File: config.mk
export PLATFORM = sky130hd
export DESIGN_NAME = spi_io
export DESIGN_NICKNAME = d
export VERILOG_FILES = /design/src/rtl/spi_io.sv
export SDC_FILE = /design/constraint.sdc
export NUM_CORES = 1
export LEC_CHECK = 0
export CAP_MARGIN = 10
export CORE_MARGIN = 2
export CORE_UTILIZATION = 51
export CTS_BUF_LIST = sky130_fd_sc_hd__clkbuf_8
export DETAILED_ROUTE_END_ITERATION = 10
export MAX_ROUTING_LAYER = met4
export PLACE_DENSITY = 0.76
export RECOVER_POWER = 50
export SLEW_MARGIN = 15
export SYNTH_ARGS = -nofsm -noshare
export SYNTH_HDL_FRONTEND = slang
export SYNTH_SLANG_ARGS = --single-unit
File: constraint.sdc
create_clock -name clk -period 1.65 [get_ports clk]
set_input_delay 0.2475 -clock clk [delete_from_list [all_inputs] [get_ports clk]]
set_output_delay 0.2475 -clock clk [all_outputs]
set_load 0.05 [all_outputs]
File: src/rtl/spi_io.sv
// SPI mode-0 slave word transceiver; all SPI pins are synchronised and sampled on clk.
// Receives IN_WIDTH-bit words on mosi into rx_data and shifts tx_data out on miso, MSB first.
module spi_io #(
  parameter int IN_WIDTH  = 16,
  parameter int OUT_WIDTH = 16
) (
  input  logic                 clk,
  input  logic                 rst,
  input  logic                 sclk,
  input  logic                 cs,
  output logic                 miso,
  input  logic                 mosi,
  output logic [IN_WIDTH-1:0]  rx_data,
  input  logic [OUT_WIDTH-1:0] tx_data,
  output logic                 rx_valid
);

  localparam int CW = $clog2(IN_WIDTH + 1);

  typedef enum logic {ST_IDLE, ST_FRAME} state_t;

  state_t               r_state, w_next;
  logic [2:0]           r_sclk_p, r_cs_p, r_flush;
  logic [1:0]           r_mosi_p;
  logic [CW-1:0]        r_cnt;
  logic [IN_WIDTH-1:0]  r_rx_shift;
  logic [OUT_WIDTH-1:0] r_tx_shift;
  logic [IN_WIDTH-1:0]  w_rx_next;
  logic                 w_ok, w_sclk_rise, w_sclk_fall, w_cs_fall, w_cs_rise;

  always_ff @(posedge clk) begin
    if (rst) begin
      r_sclk_p <= '0;
      r_cs_p   <= '1;
      r_mosi_p <= '0;
      r_flush  <= '0;
    end else begin
      r_sclk_p <= {r_sclk_p[1:0], sclk};
      r_cs_p   <= {r_cs_p[1:0], cs};
      r_mosi_p <= {r_mosi_p[0], mosi};
      r_flush  <= {r_flush[1:0], 1'b1};
    end
  end

  // Edges are masked until the pipelines hold real pin values, so a cs held
  // low across reset is not mistaken for a falling edge of the reset value.
  assign w_ok        = r_flush[2];
  assign w_sclk_rise = w_ok &  r_sclk_p[1] & ~r_sclk_p[2];
  assign w_sclk_fall = w_ok & ~r_sclk_p[1] &  r_sclk_p[2];
  assign w_cs_fall   = w_ok & ~r_cs_p[1]   &  r_cs_p[2];
  assign w_cs_rise   = w_ok &  r_cs_p[1]   & ~r_cs_p[2];
  assign w_rx_next   = {r_rx_shift[IN_WIDTH-2:0], r_mosi_p[1]};

  always_ff @(posedge clk) begin
    if (rst) r_state <= ST_IDLE;
    else     r_state <= w_next;
  end

  always_comb begin
    w_next = r_state;
    case (r_state)
      ST_IDLE:  if (w_cs_fall) w_next = ST_FRAME;
      ST_FRAME: if (w_cs_rise) w_next = ST_IDLE;
      default:  w_next = ST_IDLE;
    endcase
  end

  always_ff @(posedge clk) begin
    if (rst) begin
      r_rx_shift <= '0;
      r_tx_shift <= '0;
      r_cnt      <= '0;
      rx_data    <= '0;
      rx_valid   <= 1'b0;
    end else begin
      rx_valid <= 1'b0;
      if (r_state == ST_IDLE) begin
        if (w_cs_fall) begin
          r_tx_shift <= tx_data;
          r_rx_shift <= '0;
          r_cnt      <= '0;
        end
      end else if (w_cs_rise) begin
        r_tx_shift <= '0;
        r_rx_shift <= '0;
        r_cnt      <= '0;
      end else if (w_sclk_rise) begin
        r_rx_shift <= w_rx_next;
        if (r_cnt == CW'(IN_WIDTH - 1)) begin
          rx_data  <= w_rx_next;
          rx_valid <= 1'b1;
          r_cnt    <= '0;
        end else begin
          r_cnt <= r_cnt + CW'(1);
        end
      end else if (w_sclk_fall) begin
        // A falling edge with the counter at 0 follows a word wrap: present the next word's MSB.
        if (r_cnt == '0) r_tx_shift <= tx_data;
        else             r_tx_shift <= {r_tx_shift[OUT_WIDTH-2:0], 1'b0};
      end
    end
  end

  assign miso = r_tx_shift[OUT_WIDTH-1];

endmodule

# Yosys cells after proc, flatten, opt, wreduce, memory -nomap -nowiden
# Cells that the tools add are included.
[totals]
n_memories = 0
romBits = 0
ramBits = 0
in_bits = 21
reg_bits = 65
latchBits = 0
output_inout_bits = 18
word_cells = 57
[op_classes]
n_reduce_logical = 6
multipliers = 0
addsub = 1
eq_ne = 4
mux = 20
shift = 0
order_cmp = 0
n_div = 0
bitwise_logic = 15
[ops]
columns = ["op", "n"]
rows = [
  ["16-bit 2-to-1 mux", 6],
  ["15-bit 2-to-1 mux", 4],
  ["5-bit 2-to-1 mux", 5],
  ["1-bit AND", 8],
  ["1-bit inverter", 7],
  ["3-bit by 1-bit != test with 1-bit output, second input constant", 2],
  ["5-bit by 1-bit adder with 5-bit output, second input constant", 1],
  ["5-bit by 4-bit equality test with 1-bit output, second input constant", 1],
  ["5-bit zero test", 1],
  ["1-bit 2-to-1 mux", 4],
  ["4-bit AND reduction", 1],
  ["4-bit OR reduction", 1],
  ["3-bit by 2-bit != test with 1-bit output, second input constant", 1],
  ["3-bit AND reduction", 1],
  ["1-bit case mux with 2 select lines", 1],
  ["2-bit AND reduction", 1],
  ["2-bit nonzero test", 1],
]

# Depth between registers and ports, before layout
[logic_depth]
depth_word = 7
ltp_mapped = 8
depth_no_buf = 6

# Worst setup path after synthesis
# OpenSTA, ideal clock, no wires.
[synth_timing]
path_kind = "reg2reg"
start = "register r_cnt[0]"
end = "register r_tx_shift[15]"
path_slack_ns = -0.086
path_stages_with_launch = 9
arrival_time_ns = 1.610
required_time_ns = 1.524
period_less_slack_ns = 1.736
setup_time_ns = 0.126
n_path_buf = 2
path_cell_list = "dfxtp_1 inv_1 ha_1 or4b_4 and3_1 buf_6 buf_12 a22oi_2 a21oi_2"
[synth_between]
elab_chain_len = 6
[synth_lines]
columns = ["item", "line", "text"]
rows = [
  ["from (decl)", "25", "logic [CW-1:0] r_cnt;"],
  ["from (signal assigned)", "94", "r_cnt <= r_cnt + CW'(1);"],
  ["5-bit zero test", "98", "if (r_cnt == '0) r_tx_shift <= tx_data;"],
  ["16-bit 2-to-1 mux", "98", ""],
  ["16-bit 2-to-1 mux", "96", "end else if (w_sclk_fall) begin"],
  ["16-bit 2-to-1 mux", "87", "end else if (w_sclk_rise) begin"],
  ["16-bit 2-to-1 mux", "83", "end else if (w_cs_rise) begin"],
  ["16-bit 2-to-1 mux", "77", "if (r_state == ST_IDLE) begin"],
  ["to (signal assigned)", "79", "r_tx_shift <= tx_data;"],
  ["to (signal assigned)", "98", ""],
  ["to (signal assigned)", "99", "else r_tx_shift <= {r_tx_shift[OUT_WIDTH-2:0], 1'b0};"],
  ["to (decl)", "27", "logic [OUT_WIDTH-1:0] r_tx_shift;"],
]
# Every way passes these cells. The select of a mux whose other input is x is not followed.
# A chain may end at the register's enable or synchronous reset.

# Final worst setup path
[layout_timing]
start = "register r_cnt[0]"
end = "register r_tx_shift[5]"
# The elaborated chain is that of the path after synthesis.

==> results.toml <==
[detailed_routing]
drt_iter0_drc = 141
vias = 2079
via_per_inst = 5.50
post-route-drc-count = 0
drtAntennaViolNets = 0
wl_mm = 5.49
first_pass_iters = 4
routedWlPerCell_um = 14.5

[sta]
period_needed_ns = 1.71
skew_ns = 0.00793
hold_viol = 0
timing.fmax_ghz = 0.586
final.setup.tns_ns = -0.554
hold_slack_ns = 0.416
setup_viol = 21
drv_slew = 0
setup_ws_ns = -0.0563
rsz0062_at_grt = "true"
period_share_pct = 103
relSlewSlack_pct = 58.1
worst_slew_pin_slew_ns = 0.631

[layout]
finish.net_count = 326
layout.cells.non_filler = 378
nFillCells = 446
diodes = 0
layout-drive-gt1-share_pct = 24.7
syn2layout_area_growth_pct = 23.1

[clocking]
h-tree-depth = 3
hold_buffers = 0
ctsLongestPathBuffers = 2
cts_buffers = 9
cts-root-buf = "clkbuf_8"
clock_latency_ns = 0.34
clkSlewWorstSetupHoldPaths_ns = 0.07
cts_tree = "built"
clkSinkCount = 65

[placement]
dpl.hpwl_mm = 3.49
placed_cells = 359
routabilityCongestion = 0.801
port_buffers = 38

[logic_synthesis]
synth.yosys.seq_area_share_pct = 47.6
syn_area_mm2 = 0.00274
ys.flop_type = "dfxtp_1"
synth_seq_cells = 65
syn_nets = 282
ys_warn_count = 0
postSynthAreaPerCell_um2 = 10.6
syn_inst = 259
synth_edf_count = 0
yosysUniqueCellTypes = 44
async_flop_share_pct = 0

[status]
violations = "setup timing"
status = "complete, but fails checks"

[die]
boundaryPins = 39
die-area_mm2 = 0.00596
die_h_um = 77.2
row_count = 26
initial_core_util_pct = 53.2
coreArea_mm2 = 0.00514
die_w_um = 77.2

[power_and_ir_drop]
irDropWorstVdd_uv = 702
p_per_area_mw_per_mm2 = 952
p_total_w = 0.00320
p_leak_nw = 1.30

[worst_setup_path]
critPathKind = "reg2reg"
slowest_stage = "or4b_4"
startpoint_type = "register"
reg2reg_from = "r_cnt[0]"
critPathMaxFanout = 16
cp_data_required_time_ns = 1.92
critPathBufInv = 2
crit_family = "simple AND/OR/NAND/NOR gates"
path_cells = "inv_2 > ha_1 > or4b_4 > a2bb2oi_4 > buf_12 > a22oi_1 > a21oi_1"
slowest_delay_ns = 0.48
crit_path_start = "r_cnt[0]"
critPathArrivalTime_ns = 1.98
worst_setup_path_end_kind = "register"

[global_route]
overflow = 0
grt_use_total_pct = 20.0
grt_pass1_wl_mm = 9.16
grt_max_degree = 48
grt_pass1_vias = 1986
antenna_found_initial = 0

[run]
maxCapViolCount = 0

[hold_path]
min_path_type = "reg2reg"
hp-start = "r_cs_p[0]"
## synthesized netlist by cell type, types with 2 or more instances
library cell | count | share of area, %
o31ai_1 | 16 | 4.4
or2_2 | 3 | 0.69
clkbuf_1 | 11 | 1.5
nor2_1 | 35 | 4.8
dfxtp_1 | 65 | 48
a22oi_2 | 9 | 4.1
nand2_1 | 6 | 0.82
nand3b_1 | 2 | 0.55
nand3_1 | 4 | 0.73
buf_6 | 6 | 2.5
a22oi_1 | 5 | 1.4
mux2i_1 | 16 | 5.9
nor2b_1 | 9 | 2.1
ha_1 | 2 | 0.91
nor3_1 | 2 | 0.37
inv_1 | 4 | 0.55
buf_8 | 2 | 1.1
a21oi_2 | 11 | 3.5
and3_1 | 3 | 0.69
o21ai_0 | 3 | 0.55
a21oi_1 | 7 | 1.3
a32oi_1 | 15 | 4.8
buf_2 | 2 | 0.37
## flip-flops by register name, indices dropped and copies added, names as in the netlist
signal      count
rx_data        16
r_cs_p          3
r_tx_shift     16
r_cnt           5
r_rx_shift     15
r_state         1
r_sclk_p        3
r_flush         3
rx_valid        1
r_mosi_p        2
## cell type report
| type | count | area (µm²) | area share, % |
|---|---|---|---|
| clock buffers | 9 | 124 | 3.68 |
| flip-flops and latches | 65 | 1300 | 38.7 |
| clock inverters | 7 | 93.8 | 2.79 |
| multi-input cells | 168 | 1280 | 38.0 |
| well taps | 70 | 87.6 | 2.60 |
| inverters | 4 | 15.0 | 0.446 |
| repair buffers | 55 | 463 | 13.8 |
## power breakdown
part	total, W	internal, W	switching (W)
Clock	0.00147	0.000849	0.000618
Combinational	0.000142	0.0000812	0.0000604
Sequential	0.00160	0.00159	0.0000116
Total	0.00320	0.00252	0.000690
## per-layer routing
metal  GRT usage, %  up-vias  wire length [µm]
li1               -     1042                 -
met4           8.57        0                68
met3           5.29        8               225
met5              -        -                 0
met1           25.9      980              2660
met2           29.6       49              2530
## repair_timing
| action | 4_1_cts | 5_1_grt |
|---|---|---|
| pin swaps | 3 | 6 |
| gates resized for setup | 3 | 6 |
| buffers inserted | 0 | 2 |
| cloned | 1 | 0 |
| endpoints found under the setup margin | 26 | 32 |
## path summary, 6_finish.rpt
kind                                       to  slack [ns]  cells after the start
worst max-delay path            r_tx_shift[5]       -0.06                      7
worst min-delay path                r_cs_p[1]        0.42                      1
worst max register to register  r_tx_shift[5]       -0.06                      7
worst min register to register      r_cs_p[1]        0.42                      1
## metrics by stage
step,util [%],cell area (µm²),worst slack [ns]
floorplan,-,2740,-0.0376
global placement,61.1,3140,0.00714
detailed placement,61.1,3140,-0.0502
CTS,65.7,3370,-0.0421
global route,65.5,3370,-0.134
finish,65.5,3370,-0.0563
## layout by cell type, fill, tap and decap left out, drive strengths merged, types with 5 or more instances in the layout
| cell | count |
|---|---|
| dfxtp | 65 |
| nor2 | 35 |
| buf | 22 |
| clkbuf | 22 |
| clkdlybuf4s50 | 20 |
| a21oi | 18 |
| o31ai | 16 |
| mux2i | 16 |
| a32oi | 15 |
| a22oi | 15 |
| nor2b | 10 |
| nand2 | 6 |
| inv | 5 |
## logic make-up after synthesis
group / Yosys count / share of synthesized area (%)
buffers and inverters: 26 / 6.72
muxes: 16 / 5.86
AOI/OAI and AO/OA: 76 / 24.6
DFF: 65 / 47.6
and+or+nand+nor: 74 / 14.4
adders and majority gates: 2 / 0.915
Power figures use the tool's default switching activity.
==> variant 1 (same flow settings) <==
Register the inputs `cs`, `mosi` and `tx_data` before use. The logic sees them one clock later.
--- a/src/rtl/spi_io.sv
+++ b/src/rtl/spi_io.sv
@@ -19,6 +19,16 @@
 
   typedef enum logic {ST_IDLE, ST_FRAME} state_t;
 
+  logic cs_q;
+  logic mosi_q;
+  logic [OUT_WIDTH-1:0] tx_data_q;
+
+  always_ff @(posedge clk) begin
+    cs_q      <= cs;
+    mosi_q    <= mosi;
+    tx_data_q <= tx_data;
+  end
+
   state_t               r_state, w_next;
   logic [2:0]           r_sclk_p, r_cs_p, r_flush;
   logic [1:0]           r_mosi_p;
@@ -36,8 +46,8 @@
       r_flush  <= '0;
     end else begin
       r_sclk_p <= {r_sclk_p[1:0], sclk};
-      r_cs_p   <= {r_cs_p[1:0], cs};
-      r_mosi_p <= {r_mosi_p[0], mosi};
+      r_cs_p   <= {r_cs_p[1:0], cs_q};
+      r_mosi_p <= {r_mosi_p[0], mosi_q};
       r_flush  <= {r_flush[1:0], 1'b1};
     end
   end
@@ -76,7 +86,7 @@
       rx_valid <= 1'b0;
       if (r_state == ST_IDLE) begin
         if (w_cs_fall) begin
-          r_tx_shift <= tx_data;
+          r_tx_shift <= tx_data_q;
           r_rx_shift <= '0;
           r_cnt      <= '0;
         end
@@ -95,7 +105,7 @@
         end
       end else if (w_sclk_fall) begin
         // A falling edge with the counter at 0 follows a word wrap: present the next word's MSB.
-        if (r_cnt == '0) r_tx_shift <= tx_data;
+        if (r_cnt == '0) r_tx_shift <= tx_data_q;
         else             r_tx_shift <= {r_tx_shift[OUT_WIDTH-2:0], 1'b0};
       end
     end
Function: changed (Yosys sat finds a counterexample within 10 cycles, from zero or initial values and one cycle with rst high).
==> variant 1 against the unedited design <==
- the flow still finishes with violations (setup timing)
- sequential power up 29%
- setup slack better by 0.034 ns
- cell area up 11%
- area after synthesis up 13%
- wire length up 6.6%
- combinational power down 6%
- sequential cell count up 18
- first-iteration DRC count up 12%
- utilization down 2.1 points
- power up 16%
- critical path type unchanged
- largest power group unchanged
==> variant 1: results (changes against the unedited design) <==
stage,metric,value,unit,change
synth,ys_warn_count,0,,unchanged
min_path,min-delay-start,cs_q,,was r_cs_p[0]
synth,synthTopCellsByCount,"dfxtp_1, nor2_1, mux2i_1, o31ai_1, a32oi_1",,unchanged
finish,reg_top3,"r_tx_shift x16, rx_data x16, tx_data_q x16",,"was r_tx_shift x16, rx_data x16, r_rx_shift x15"
timing,tightestPinTransition,0.630,ns,was 0.631 ns
synth,yosys.cell_types.count,43,,was 44
finish,final_nets,346,,was 326
grt,grt_pass1_wl,9.69,mm,was 9.16 mm
pwr,vdd_drop_max,0.623,mV,was 0.702 mV
drt,vias,2227,,was 2079
timing,setup_viol,7,,was 21
placement,post-dp-hpwl,3.70,mm,was 3.49 mm
drt,wl,5.85,mm,was 5.49 mm
critical_path,slowest_delay,0.48,ns,about the same
critical_path,arrival,1.95,ns,was 1.98 ns
drt,drt-initial-drc-count,158,,was 141
placement,pre_cts_ws,-0.0144,ns,was -0.0502 ns
placement,gp_congestion,0.826,,was 0.801
min_path,holdPathEnd,r_cs_p[0],,was r_cs_p[1]
clock_tree,cts_setup_buffers,0,,unchanged
finish,final_layout_size_suffix_gt1_frac,0.238,,was 0.247
timing,worst_slack,-0.0221,ns,was -0.0563 ns
critical_path,r2r_end,r_tx_shift[10],,was r_tx_shift[5]
status,failed_checks,setup timing,,unchanged
timing,finClkSkew,0.00916,ns,was 0.00793 ns
grt,first_global_vias,2061,,was 1986
synth,ys_seq_area_frac,0.537,,was 0.476
status,status,finished with violations,,unchanged
grt,grtUsageTotal,0.195,,was 0.200
synth,ys_top_cells_by_area,"dfxtp_1, mux2i_1, a32oi_1",,unchanged
synth,synth_compound_area_frac,0.216,,was 0.246
synth,syn_nets,300,,was 282
-- variant 1: metal layers --
metal  global-route usage  share of wire  up-vias
met5                    -              0        -
met4               0.0850          0.012        0
met3               0.0462          0.036        8
met2                0.277           0.46       48
met1                0.263           0.49     1074
li1                     -              -     1097
-- variant 1: cell families after synthesis --
group,count (synthesis)
adder cells (fa/ha/maj),2
flip-flops,83
AO/OA/AOI/OAI,76
AND/OR/NAND/NOR,74
multiplexers,16
buffers and inverters,26
-- variant 1: cell type report --
| cell class | instances | area [sq um] |
|---|---|---|
| flip-flops and latches | 83 | 1660 |
| well taps | 75 | 93.8 |
| clock buffers | 9 | 124 |
| repair buffers | 57 | 487 |
| fillers | 496 | 2150 |
| clock inverters | 7 | 85.1 |
| inverters | 4 | 15.0 |
| multi-input cells | 168 | 1260 |
-- variant 1: worst max-delay path by stage --
| stage | start | to | cells after the start |
|---|---|---|---|
| 2_1_floorplan | r_cnt[0] | r_tx_shift[10] | 8 |
| 3_3_place_gp | rst | r_cnt[2] | 4 |
| 3_5_place_dp | rst | r_cnt[2] | 4 |
| 4_1_cts | r_cnt[0] | r_tx_shift[10] | 7 |
| 5_1_grt | r_cnt[0] | r_tx_shift[4] | 7 |
| 6_report | r_cnt[0] | r_tx_shift[10] | 7 |
-- variant 1: through the flow --
stage               cell area (sq um)  cells  TNS [ns]  hold WS [ns]
global placement                 3540    386         0         0.407
CTS                              3760    402   -0.0739         0.323
finish                           3730    403   -0.0514         0.427
global route                     3730    403     -1.25         0.436
floorplan                        3100    277    -0.355         0.275
detailed placement               3540    386   -0.0207         0.411
-- variant 1: power breakdown --
group | total [uW] | internal, uW | switching [uW]
registers | 2060 | 2040 | 20.9
logic | 133 | 75.1 | 57.7
clock network | 1540 | 836 | 700
total | 3730 | 2950 | 778
==> variant 2 (same flow settings) <==
Made on the original files. Set the parameter `IN_WIDTH` to 32 (it was 16).
--- a/src/rtl/spi_io.sv
+++ b/src/rtl/spi_io.sv
@@ -1,7 +1,7 @@
 // SPI mode-0 slave word transceiver; all SPI pins are synchronised and sampled on clk.
 // Receives IN_WIDTH-bit words on mosi into rx_data and shifts tx_data out on miso, MSB first.
 module spi_io #(
-  parameter int IN_WIDTH  = 16,
+  parameter int IN_WIDTH  = 32,
   parameter int OUT_WIDTH = 16
 ) (
   input  logic                 clk,
Interface: changed (resized rx_data); port bits go from 39 to 55. No check against the original RTL was run, so the function may have changed too.
==> variant 2 against the unedited design <==
- the flow still finishes with violations (setup timing)
- cell area rose by 47%
- non-clock buffer count rose by 42
- wire length rose by 55%
- largest cell class unchanged
- area after synthesis rose by 35%
- sequential power rose by 49%
- sequential cell count rose by 33
- setup slack got worse by 0.011 ns
- power rose by 24%
==> variant 2: results (changes against the unedited design) <==
stage,metric,value,unit,change
finish,seq_share,0.397,,was 0.387
drt,wl_met3,299,um,was 225 um
placement,placed_cell_area,0.00436,sq mm,was 0.00314 sq mm
drt,wire_per_inst,15.6,um,was 14.5 um
placement,port_buffers,54,,was 38
synth,syn_area_per_cell,10.2,sq um,was 10.6 sq um
timing,worst_slack,-0.0668,ns,was -0.0563 ns
placement,pre_cts_ws,-0.308,ns,was -0.0502 ns
finish,reg_top3,"rx_data x32, r_rx_shift x31, r_tx_shift x16",,"was r_tx_shift x16, rx_data x16, r_rx_shift x15"
status,status,finished with violations,,unchanged
grt,grt.met1_usage,0.281,,was 0.259
pwr,clkPwrFrac,0.354,,was 0.458
critical_path,slowest_delay,0.34,ns,was 0.48 ns
clock_tree,clk_pin_slew,0.10,ns,was 0.07 ns
timing,setup_viol,23,,was 21
clock_tree,cts_resized,10,,was 3
grt,first_global_vias,2735,,was 1986
critical_path,arrival,2.00,ns,was 1.98 ns
finish,clk_share,0.0358,,was 0.0647
status,failed_checks,setup timing,,unchanged
drt,vias,3076,,was 2079
grt,grt_pass1_wl,13.1,mm,was 9.16 mm
critical_path,critPathMaxFanout,8,,was 16
min_path,min-delay-start,rst,,was r_cs_p[0]
synth,ys_top_cells_by_area,"dfxtp_1, a32oi_1, a22o_1",,"was dfxtp_1, mux2i_1, a32oi_1"
timing,fin_hold_ws,0.327,ns,was 0.416 ns
finish,final_layout_size_suffix_gt1_frac,0.342,,was 0.247
pwr,p_leak,0.00191,uW,was 0.00130 uW
clock_tree,clk_latency,0.37,ns,was 0.34 ns
grt,use_met2,0.339,,was 0.296
min_path,min_path_cells,2,,was 1
pwr,p_clk,1400,uW,was 1470 uW
timing,tns,-0.507,ns,was -0.554 ns
finish,final-nonclk-buf-share,0.182,,was 0.138
drt,wl,8.49,mm,was 5.49 mm
clock_tree,cts_setup_buffers,2,,was 0
finish,multi_input_area_share,0.355,,was 0.380
grt,grt_max_degree,63,,was 48
grt,grtUsageTotal,0.217,,was 0.200
synth,syn_nets,386,,was 282
finish,final_nets,462,,was 326
min_path,holdPathEnd,r_flush[0],,was r_cs_p[1]
floorplanning,core_area,0.00714,sq mm,was 0.00514 sq mm
pwr,vdd_drop_max,0.480,mV,was 0.702 mV
pwr,comb-power,175,uW,was 142 uW
## variant 2: worst max-delay path by stage
stage | from | endpoint | slack (ns) | depth (start not counted)
floorplan | r_cnt[2] | r_tx_shift[10] | 0.01 | 5
global placement | r_cnt[0] | rx_data[25] | -0.25 | 5
detailed placement | r_cnt[0] | rx_data[2] | -0.31 | 5
CTS | r_cnt[2] | r_tx_shift[13] | -0.1 | 5
global route | r_cnt[0] | r_tx_shift[10] | -0.10 | 9
finish | r_cnt[0] | r_tx_shift[15] | -0.07 | 9
## variant 2: worst reg2reg max path, delay by kind of cell, from the launching register on
family	cells	cell delay [ns]
adders and majority gates	1	0.13
buffers and inverters	5	0.58
and+or+nand+nor	1	0.05
AOI/OAI and AO/OA	2	0.53
DFF	1	0.34
## variant 2: cells by family after synthesis
family / after synthesis / share of synthesized area
DFF: 98 / 0.531
AOI/OAI and AO/OA: 99 / 0.245
adders and majority gates: 2 / 0.00677
buffers and inverters: 38 / 0.0508
and+or+nand+nor: 125 / 0.164
muxes: 1 / 0.00271
